$ cat config.mk
export PLATFORM = sky130hd
export DESIGN_NAME = calc_top_nbit
export DESIGN_NICKNAME = d
export VERILOG_FILES = /design/src/rtl/calc_top_nbit.sv
export SDC_FILE = /design/constraint.sdc
export NUM_CORES = 1
export LEC_CHECK = 0
export CAP_MARGIN = 20
export CELL_PAD_IN_SITES_DETAIL_PLACEMENT = 0
export CELL_PAD_IN_SITES_GLOBAL_PLACEMENT = 2
export CORE_MARGIN = 4
export CORE_UTILIZATION = 38
export DETAILED_ROUTE_END_ITERATION = 8
export GPL_TIMING_DRIVEN = 0
export PLACE_DENSITY_LB_ADDON = 0.1
export SYNTH_ARGS = -nofsm -noshare
export SYNTH_HDL_FRONTEND = slang
export SYNTH_SLANG_ARGS = --single-unit
$ cat constraint.sdc
create_clock -name clk -period 2.7 [get_ports clk]
set_input_delay 0.675 -clock clk [delete_from_list [all_inputs] [get_ports clk]]
set_output_delay 0.675 -clock clk [all_outputs]
set_load 0.005 [all_outputs]
$ cat src/rtl/calc_top_nbit.sv
// calc_top_nbit: WIDTH-bit board calculator. Conditions three raw buttons, holds operand
// registers, and runs add/sub in one cycle or a shift-add multiply over WIDTH cycles.
module calc_top_nbit #(
    parameter int unsigned WIDTH           = 4,
    parameter int unsigned DEBOUNCE_CYCLES = 4
) (
    input  logic               clk,
    input  logic               rst,
    input  logic [WIDTH-1:0]   inA,
    input  logic [WIDTH-1:0]   inB,
    input  logic               btnLoadA,
    input  logic               btnLoadB,
    input  logic               btnExec,
    input  logic [1:0]         op,
    output logic [2*WIDTH-1:0] led_out,
    output logic               carry_borrow,
    output logic               busy,
    output logic               valid,
    output logic               err
);
    localparam int unsigned DbW    = (DEBOUNCE_CYCLES > 1) ? $clog2(DEBOUNCE_CYCLES) : 1;
    localparam int unsigned IterW  = $clog2(WIDTH);
    localparam logic [DbW-1:0]   DbLast   = DbW'(DEBOUNCE_CYCLES - 1);
    localparam logic [IterW-1:0] IterLast = IterW'(WIDTH - 1);

    typedef enum logic [1:0] {StIdle, StMul, StDone} state_e;

    // ---------------- Button conditioning ----------------
    logic [2:0] btn_raw;
    logic [2:0] btn_pulse;
    assign btn_raw = {btnExec, btnLoadB, btnLoadA};

    for (genvar i = 0; i < 3; i++) begin : g_btn
        logic           sync1_q, sync2_q, level_q, pulse_q;
        logic [DbW-1:0] cnt_q;

        // Synchronise, flip the level after DEBOUNCE_CYCLES differing samples, pulse on 0->1
        always_ff @(posedge clk or posedge rst) begin
            if (rst) begin
                sync1_q <= 1'b0;
                sync2_q <= 1'b0;
                level_q <= 1'b0;
                pulse_q <= 1'b0;
                cnt_q   <= '0;
            end else begin
                sync1_q <= btn_raw[i];
                sync2_q <= sync1_q;
                pulse_q <= 1'b0;
                if (sync2_q != level_q) begin
                    if (cnt_q == DbLast) begin
                        level_q <= sync2_q;
                        pulse_q <= sync2_q;
                        cnt_q   <= '0;
                    end else begin
                        cnt_q <= cnt_q + 1'b1;
                    end
                end else begin
                    cnt_q <= '0;
                end
            end
        end

        assign btn_pulse[i] = pulse_q;
    end

    logic load_a, load_b, load_any, exec_go;
    assign load_a   = btn_pulse[0];
    assign load_b   = btn_pulse[1];
    assign load_any = load_a | load_b;
    // An exec coinciding with a load is dropped so the result never mixes old and new operands
    assign exec_go  = btn_pulse[2] & ~load_any;

    // ---------------- Control FSM ----------------
    state_e state_q, state_d;
    logic [IterW-1:0] iter_q, iter_d;

    // State register
    always_ff @(posedge clk or posedge rst) begin
        if (rst) state_q <= StIdle;
        else     state_q <= state_d;
    end

    // Next-state logic
    always_comb begin
        state_d = state_q;
        case (state_q)
            StIdle, StDone: if (exec_go) state_d = (op == 2'b10) ? StMul : StDone;
            StMul:          if (iter_q == IterLast) state_d = StDone;
            default:        state_d = StIdle;
        endcase
    end

    // FSM outputs
    always_comb begin
        busy = (state_q == StMul);
    end

    // ---------------- Datapath ----------------
    logic [WIDTH-1:0]   reg_a_q, reg_a_d, reg_b_q, reg_b_d, mplr_q, mplr_d;
    logic [2*WIDTH-1:0] acc_q, acc_d, mcnd_q, mcnd_d, led_q, led_d, acc_step;
    logic               cb_q, cb_d, valid_q, valid_d, err_q, err_d;
    logic [WIDTH:0]     add_sum;

    assign add_sum  = {1'b0, reg_a_q} + {1'b0, reg_b_q};
    assign acc_step = mplr_q[0] ? (acc_q + mcnd_q) : acc_q;

    // Operand loads, op dispatch and one shift-add iteration per MUL cycle
    always_comb begin
        reg_a_d = reg_a_q;
        reg_b_d = reg_b_q;
        acc_d   = acc_q;
        mcnd_d  = mcnd_q;
        mplr_d  = mplr_q;
        iter_d  = iter_q;
        led_d   = led_q;
        cb_d    = cb_q;
        valid_d = valid_q;
        err_d   = err_q;
        if (state_q == StMul) begin
            // Loads and execs arriving here are ignored
            acc_d  = acc_step;
            mcnd_d = mcnd_q << 1;
            mplr_d = mplr_q >> 1;
            iter_d = iter_q + 1'b1;
            if (iter_q == IterLast) begin
                led_d   = acc_step;
                cb_d    = 1'b0;
                valid_d = 1'b1;
            end
        end else begin
            if (load_a) reg_a_d = inA;
            if (load_b) reg_b_d = inB;
            if (load_any) begin
                valid_d = 1'b0;
                err_d   = 1'b0;
            end else if (exec_go) begin
                valid_d = 1'b1;
                err_d   = 1'b0;
                case (op)
                    2'b00: begin
                        led_d = {{(WIDTH-1){1'b0}}, add_sum};
                        cb_d  = add_sum[WIDTH];
                    end
                    2'b01: begin
                        led_d = {{WIDTH{1'b0}}, reg_a_q - reg_b_q};
                        cb_d  = (reg_a_q < reg_b_q);
                    end
                    2'b10: begin
                        // Old result stays on the LEDs but is no longer valid while busy
                        valid_d = 1'b0;
                        acc_d   = '0;
                        mcnd_d  = {{WIDTH{1'b0}}, reg_a_q};
                        mplr_d  = reg_b_q;
                        iter_d  = '0;
                    end
                    default: begin
                        led_d = '0;
                        cb_d  = 1'b0;
                        err_d = 1'b1;
                    end
                endcase
            end
        end
    end

    // Datapath registers
    always_ff @(posedge clk or posedge rst) begin
        if (rst) begin
            reg_a_q <= '0;
            reg_b_q <= '0;
            acc_q   <= '0;
            mcnd_q  <= '0;
            mplr_q  <= '0;
            iter_q  <= '0;
            led_q   <= '0;
            cb_q    <= 1'b0;
            valid_q <= 1'b0;
            err_q   <= 1'b0;
        end else begin
            reg_a_q <= reg_a_d;
            reg_b_q <= reg_b_d;
            acc_q   <= acc_d;
            mcnd_q  <= mcnd_d;
            mplr_q  <= mplr_d;
            iter_q  <= iter_d;
            led_q   <= led_d;
            cb_q    <= cb_d;
            valid_q <= valid_d;
            err_q   <= err_d;
        end
    end

    assign led_out      = led_q;
    assign carry_borrow = cb_q;
    assign valid        = valid_q;
    assign err          = err_q;

endmodule

Word-level counts from Yosys, hierarchy flattened
Index checks and enable logic that the tools add are counted.
{ "totals": {"register_bits": 61, "inputBits": 15, "output_inout_bits": 12, "word_cells": 122} }
{ "classes": {"n_addsub": 7, "magnitude_cmp": 1, "n_eq_ne": 15, "n_mux": 51, "n_bitwise": 4, "n_reduce_logical": 18} }
{ "ops": {"columns": ["op", "n"], "rows": [
  ["2-to-1 mux 8 bit", 13],
  ["2-to-1 mux 2 bit", 13],
  ["one-hot mux 8 bit (3 select lines)", 1],
  ["2-to-1 mux 1 bit", 18],
  ["2-to-1 mux 4 bit", 4],
  ["AND reduction 2 bit", 8],
  ["equality test 2 bit (second input constant)", 6],
  ["adder 2 x 1 -> 2 bit (second input constant)", 4],
  ["adder 8 bit", 1],
  ["inequality test 2 bit (second input constant)", 3],
  ["nonzero test 2 bit", 3],
  ["adder 4 x 4 -> 5 bit", 1],
  ["equality test 2 x 1 -> 1 bit (second input constant)", 2],
  ["logical NOT 2 bit", 2],
  ["< comparator 4 bit", 1],
  ["one-hot mux 2 bit (2 select lines)", 1],
  ["AND reduction 4 bit", 1],
  ["subtractor 4 bit", 1],
  ["inequality test 1 bit", 3],
  ["one-hot mux 1 bit (3 select lines)", 1],
  ["AND reduction 3 bit", 1],
  ["nonzero test 3 bit", 1],
  ["OR reduction 3 bit", 1],
  ["inequality test 2 x 1 -> 1 bit (second input constant)", 1],
  ["other kinds (4)", 5]
]} }

Longest topological paths before layout
{ "depth": {"word_depth": 6, "mapped_depth": 8} }

Least setup slack after synthesis
OpenSTA, ideal clock, no wires.
{ "synth_path": {"path_type": "register to register", "startpoint": "register acc_q[0]", "endpoint": "register led_q[6], in the netlist led_out[6]", "arrival_time_ns": 1.956, "required_time_ns": 2.575, "path_slack_ns": 0.620, "path_stages_with_launch": 8, "synth_period_minus_slack_ns": 2.080, "cell_sequence": "dfrtp_1 ha_1 fa_1 a211o_1 a211o_1 o211ai_1 nor2_1 mux2_2"} }
{ "synth_between": {"elab_chain_cells": 4} }
{ "synth_lines": {"columns": ["item", "line", "rtl"], "rows": [
  ["from (decl)", "100", "logic [2*WIDTH-1:0] acc_q, acc_d, mcnd_q, mcnd_d, led_q, led_d, acc_step;"],
  ["from (signal assigned)", "171", "acc_q <= '0;"],
  ["from (signal assigned)", "182", "acc_q <= acc_d;"],
  ["adder 8 bit", "105", "assign acc_step = mplr_q[0] ? (acc_q + mcnd_q) : acc_q;"],
  ["2-to-1 mux 8 bit", "105", null],
  ["2-to-1 mux 8 bit", "125", "if (iter_q == IterLast) begin"],
  ["2-to-1 mux 8 bit", "119", "if (state_q == StMul) begin"],
  ["to (signal assigned)", "186", "led_q <= led_d;"],
  ["to (decl)", "100", null]
]} }
No other way between the ends. The select of a mux whose other input is x is not followed.
A chain may end at the register's enable or synchronous reset.

Worst setup path after layout
{ "layout_path": {"startpoint": "register state_q[1]", "endpoint": "output port busy"} }
{ "layout_between": {"elab_chain_cells": 1} }
{ "layout_lines": {"columns": ["item", "line", "rtl"], "rows": [
  ["from (decl)", "74", "state_e state_q, state_d;"],
  ["from (signal assigned)", "79", "if (rst) state_q <= StIdle;"],
  ["from (signal assigned)", "80", "else state_q <= state_d;"],
  ["equality test 2 x 1 -> 1 bit", "95", "busy = (state_q == StMul);"],
  ["to (decl)", "17", "output logic busy,"]
]} }
No other way between the ends.

==> results.txt <==
Syn_area_per_cell = 10.60 um^2
Synth Warn # = 0
CTS Buf Count = 9
Kind of critical path = reg2out
Worst Hold Launch = g_btn[2].sync1_q
Final Slew Violations = 0
Worst Path Arrival = 1.67 ns
Worst Hold End = g_btn[2].sync2_q
Post-route clock skew = 0.007850 ns
Syn nets = 338
DRT iter0 DRCs = 141
Synth Cell Area = 3192 um^2
Clk root buf = clkbuf_8
DRC = 0
Register area share after synthesis = 0.4782
CP peak stage delay = 0.52 ns
Startpoint types = flop
Setup Viol. Count Final = 0
Total global-route track usage = 0.1534
DP Wirelength = 5162 um
H-tree depth = 3
Final hold vios = 0
CP endpoint kind = output port
Post-Synthesis Cells = 301
CTS Hold Bufs = 0
Die area = 9930 um^2
Hold Path Class = reg2reg
Number of flops mapped to enable cells by yosys = 0
Worst-Margin Slew = 0.7880 ns
Routed wire per std cell = 15.39 um
Post-route ant nets = 0
Synth Area in Compound Gates = 0.1407
Skew-Pair Late Insertion Delay = 0.34 ns
Most frequent cells in the layout = dfrtp_1 (61), nand2_1 (37), clkdlybuf4s50_1 (26)
Worst Path Required = 2.03 ns
VDD IR-drop max = 431.6 uV
Worst R2R Setup Slack = 0.44 ns
I/O Buffers = 26
Slew margin rel. = 0.4747
Fin crit share = 0.8673
Initial Util = 0.3904
R2R depth = 7
RR Endpoint = led_out[6]
Die width = 99.65 um
Fin cells = 447
PwrDens = 1071 nW/um^2
Final wirelength = 6879 um
Layout area overhead = 18.82%
Buf+Inv Stages, Crit Path = 3
Lkg Pwr = 1.762 nW
Vias in the first global route = 2366
Commonest non-fill, non-tap cell in the layout = dfrtp_1
Fmax = 0.4270 GHz
Final RePlAce weighted congestion = 0.7831
Global-route wire length before repair = 11790 um
Post-Synth XOR/XNOR Area = 0.01921
Multiplexer area fraction after synthesis = 0.07644
Diode count = 0
CTS tree = yes
Register area = 1526 um^2
RSZ-0062 raised after global routing = false
#FFs+latches synth = 61
DR pass1 iterations = 4
Largest net degree at the start of global routing = 32
Clock sinks = 61
Largest family of logic cells by synthesized area = simple AND/OR/NAND/NOR gates
Synth Area in Adders = 0.09330
Share of layout cells above drive strength 1 = 0.1257
Vias post-DR = 2262
Layout net count = 374
CTS Buffer Depth = 2
Clock Pin Slew Worst Setup and Hold Paths = 0.07 ns
Crit-path cells = nand2b_1, buf_6, clkinv_8, clkdlybuf4s50_1
Outcome = complete, no violations
Ys flop type = dfrtp_1
Crit-path max FO = 27
# rows = 33
Final core utilization = 0.4639
CORE AREA = 8175 um^2
RR Startpoint = acc_q[0]
Total global routing overflow = 0
Top Ports = 27
Unique cell type count in the Yosys netlist = 57
FILL cells = 793
Area of the multi-input gates = 1545 um^2
Max_cap viols = 0
Placed Instances = 433
Slowest-stage cell, CP = clkdlybuf4s50_1
Initial antenna violation count = 0
Min Clock Period, post-route = 2.342 ns
Ys async rst share = 1.000
Synth Area in Simple Gates = 0.1544
Postcts setup bufs = 0
Delay-heaviest family, CP = buffers and inverters
Hold Crit Depth = 0
Via density per instance = 5.060
Die Y-Extent = 99.65 um
[layer usage]
metal  part of all wire  track usage  vias up  wire length, um
met1               0.50       0.2101     1072             3460
li1                   -            -     1147                -
met2               0.46       0.2361       36             3139
met4              0.012      0.05042        0               82
met5                  0            0        -                0
met3              0.029      0.04137        7              198
[how the worst max path moves through the flow]
stage | startpoint | endpoint | slack [ns] | depth (start not counted)
5_1_grt | state_q[1] | busy | 0.27 | 4
2_1_floorplan | rst | acc_q[0] | 0.51 | 1
3_5_place_dp | state_q[1] | busy | -0.06 | 6
6_report | state_q[1] | busy | 0.36 | 4
4_1_cts | state_q[1] | busy | 0.33 | 4
3_3_place_gp | rst | led_out[4] | -0.68 | 2
[cell type report]
cell class,instances,share of cell area
multi-input cells,216,0.4075
flip-flops and latches,61,0.4025
repair buffers,27,0.07390
well taps,105,0.03464
clock buffers,9,0.03266
clock inverters,7,0.01947
inverters,13,0.01617
plain buffers,9,0.01320
[cell usage after synthesis (all sizes together) (6+ instances only)]
master | number | area, um^2
a21o | 6 | 45.04
a21oi | 11 | 62.56
buf | 7 | 42.54
dfrtp | 61 | 1526
ha | 19 | 237.7
inv | 12 | 45.04
mux2 | 11 | 123.9
mux2i | 12 | 120.1
nand2 | 38 | 150.1
nand3 | 10 | 55.05
nor2 | 13 | 48.80
nor2b | 8 | 50.05
nor3 | 9 | 45.04
o21ai | 22 | 110.1
xnor2 | 6 | 52.55
[sequential cells by signal, indices dropped and copies added, names as in the netlist]
register       count
g_btn.sync2_q      3
state_q            2
err                1
g_btn.pulse_q      3
carry_borrow       1
g_btn.level_q      3
mcnd_q             8
valid              1
mplr_q             4
g_btn.cnt_q        6
acc_q              8
led_out            8
reg_b_q            4
g_btn.sync1_q      3
iter_q             2
reg_a_q            4
[timing repair]
item	4_1_cts	5_1_grt
hold endpoints to repair	0	0
endpoints found under the setup margin	1	0
resized for setup	0	0
[cell families after synthesis]
kind of cell	count (synthesis)
XOR/XNOR	7
AND/OR/NAND/NOR	98
multiplexers	23
AO/OA/AOI/OAI	66
flip-flops	61
buffers and inverters	24
adder cells (fa/ha/maj)	22
[power by group]
part           internal [mW]  switching [mW]
clock                  0.430           0.383
sequential              1.25           0.304
combinational          0.841           0.854
[through the flow]
stage | TNS (ns) | worst slack, ns | hold WS (ns) | power, mW | area, um^2
after floorplan | 0 | 0.5120 | 0.3312 | 2.760 | 3192
after global placement | -41.67 | -0.6845 | 0.3328 | 3.260 | 3583
after detailed placement | -0.05757 | -0.05757 | 0.3355 | 3.286 | 3603
after CTS | 0 | 0.3270 | 0.3530 | 4.117 | 3792
after global routing | 0 | 0.2665 | 0.3557 | 4.461 | 3792
final | 0 | 0.3583 | 0.3515 | 4.063 | 3792
No activity file was read; power rests on OpenSTA's default activity.
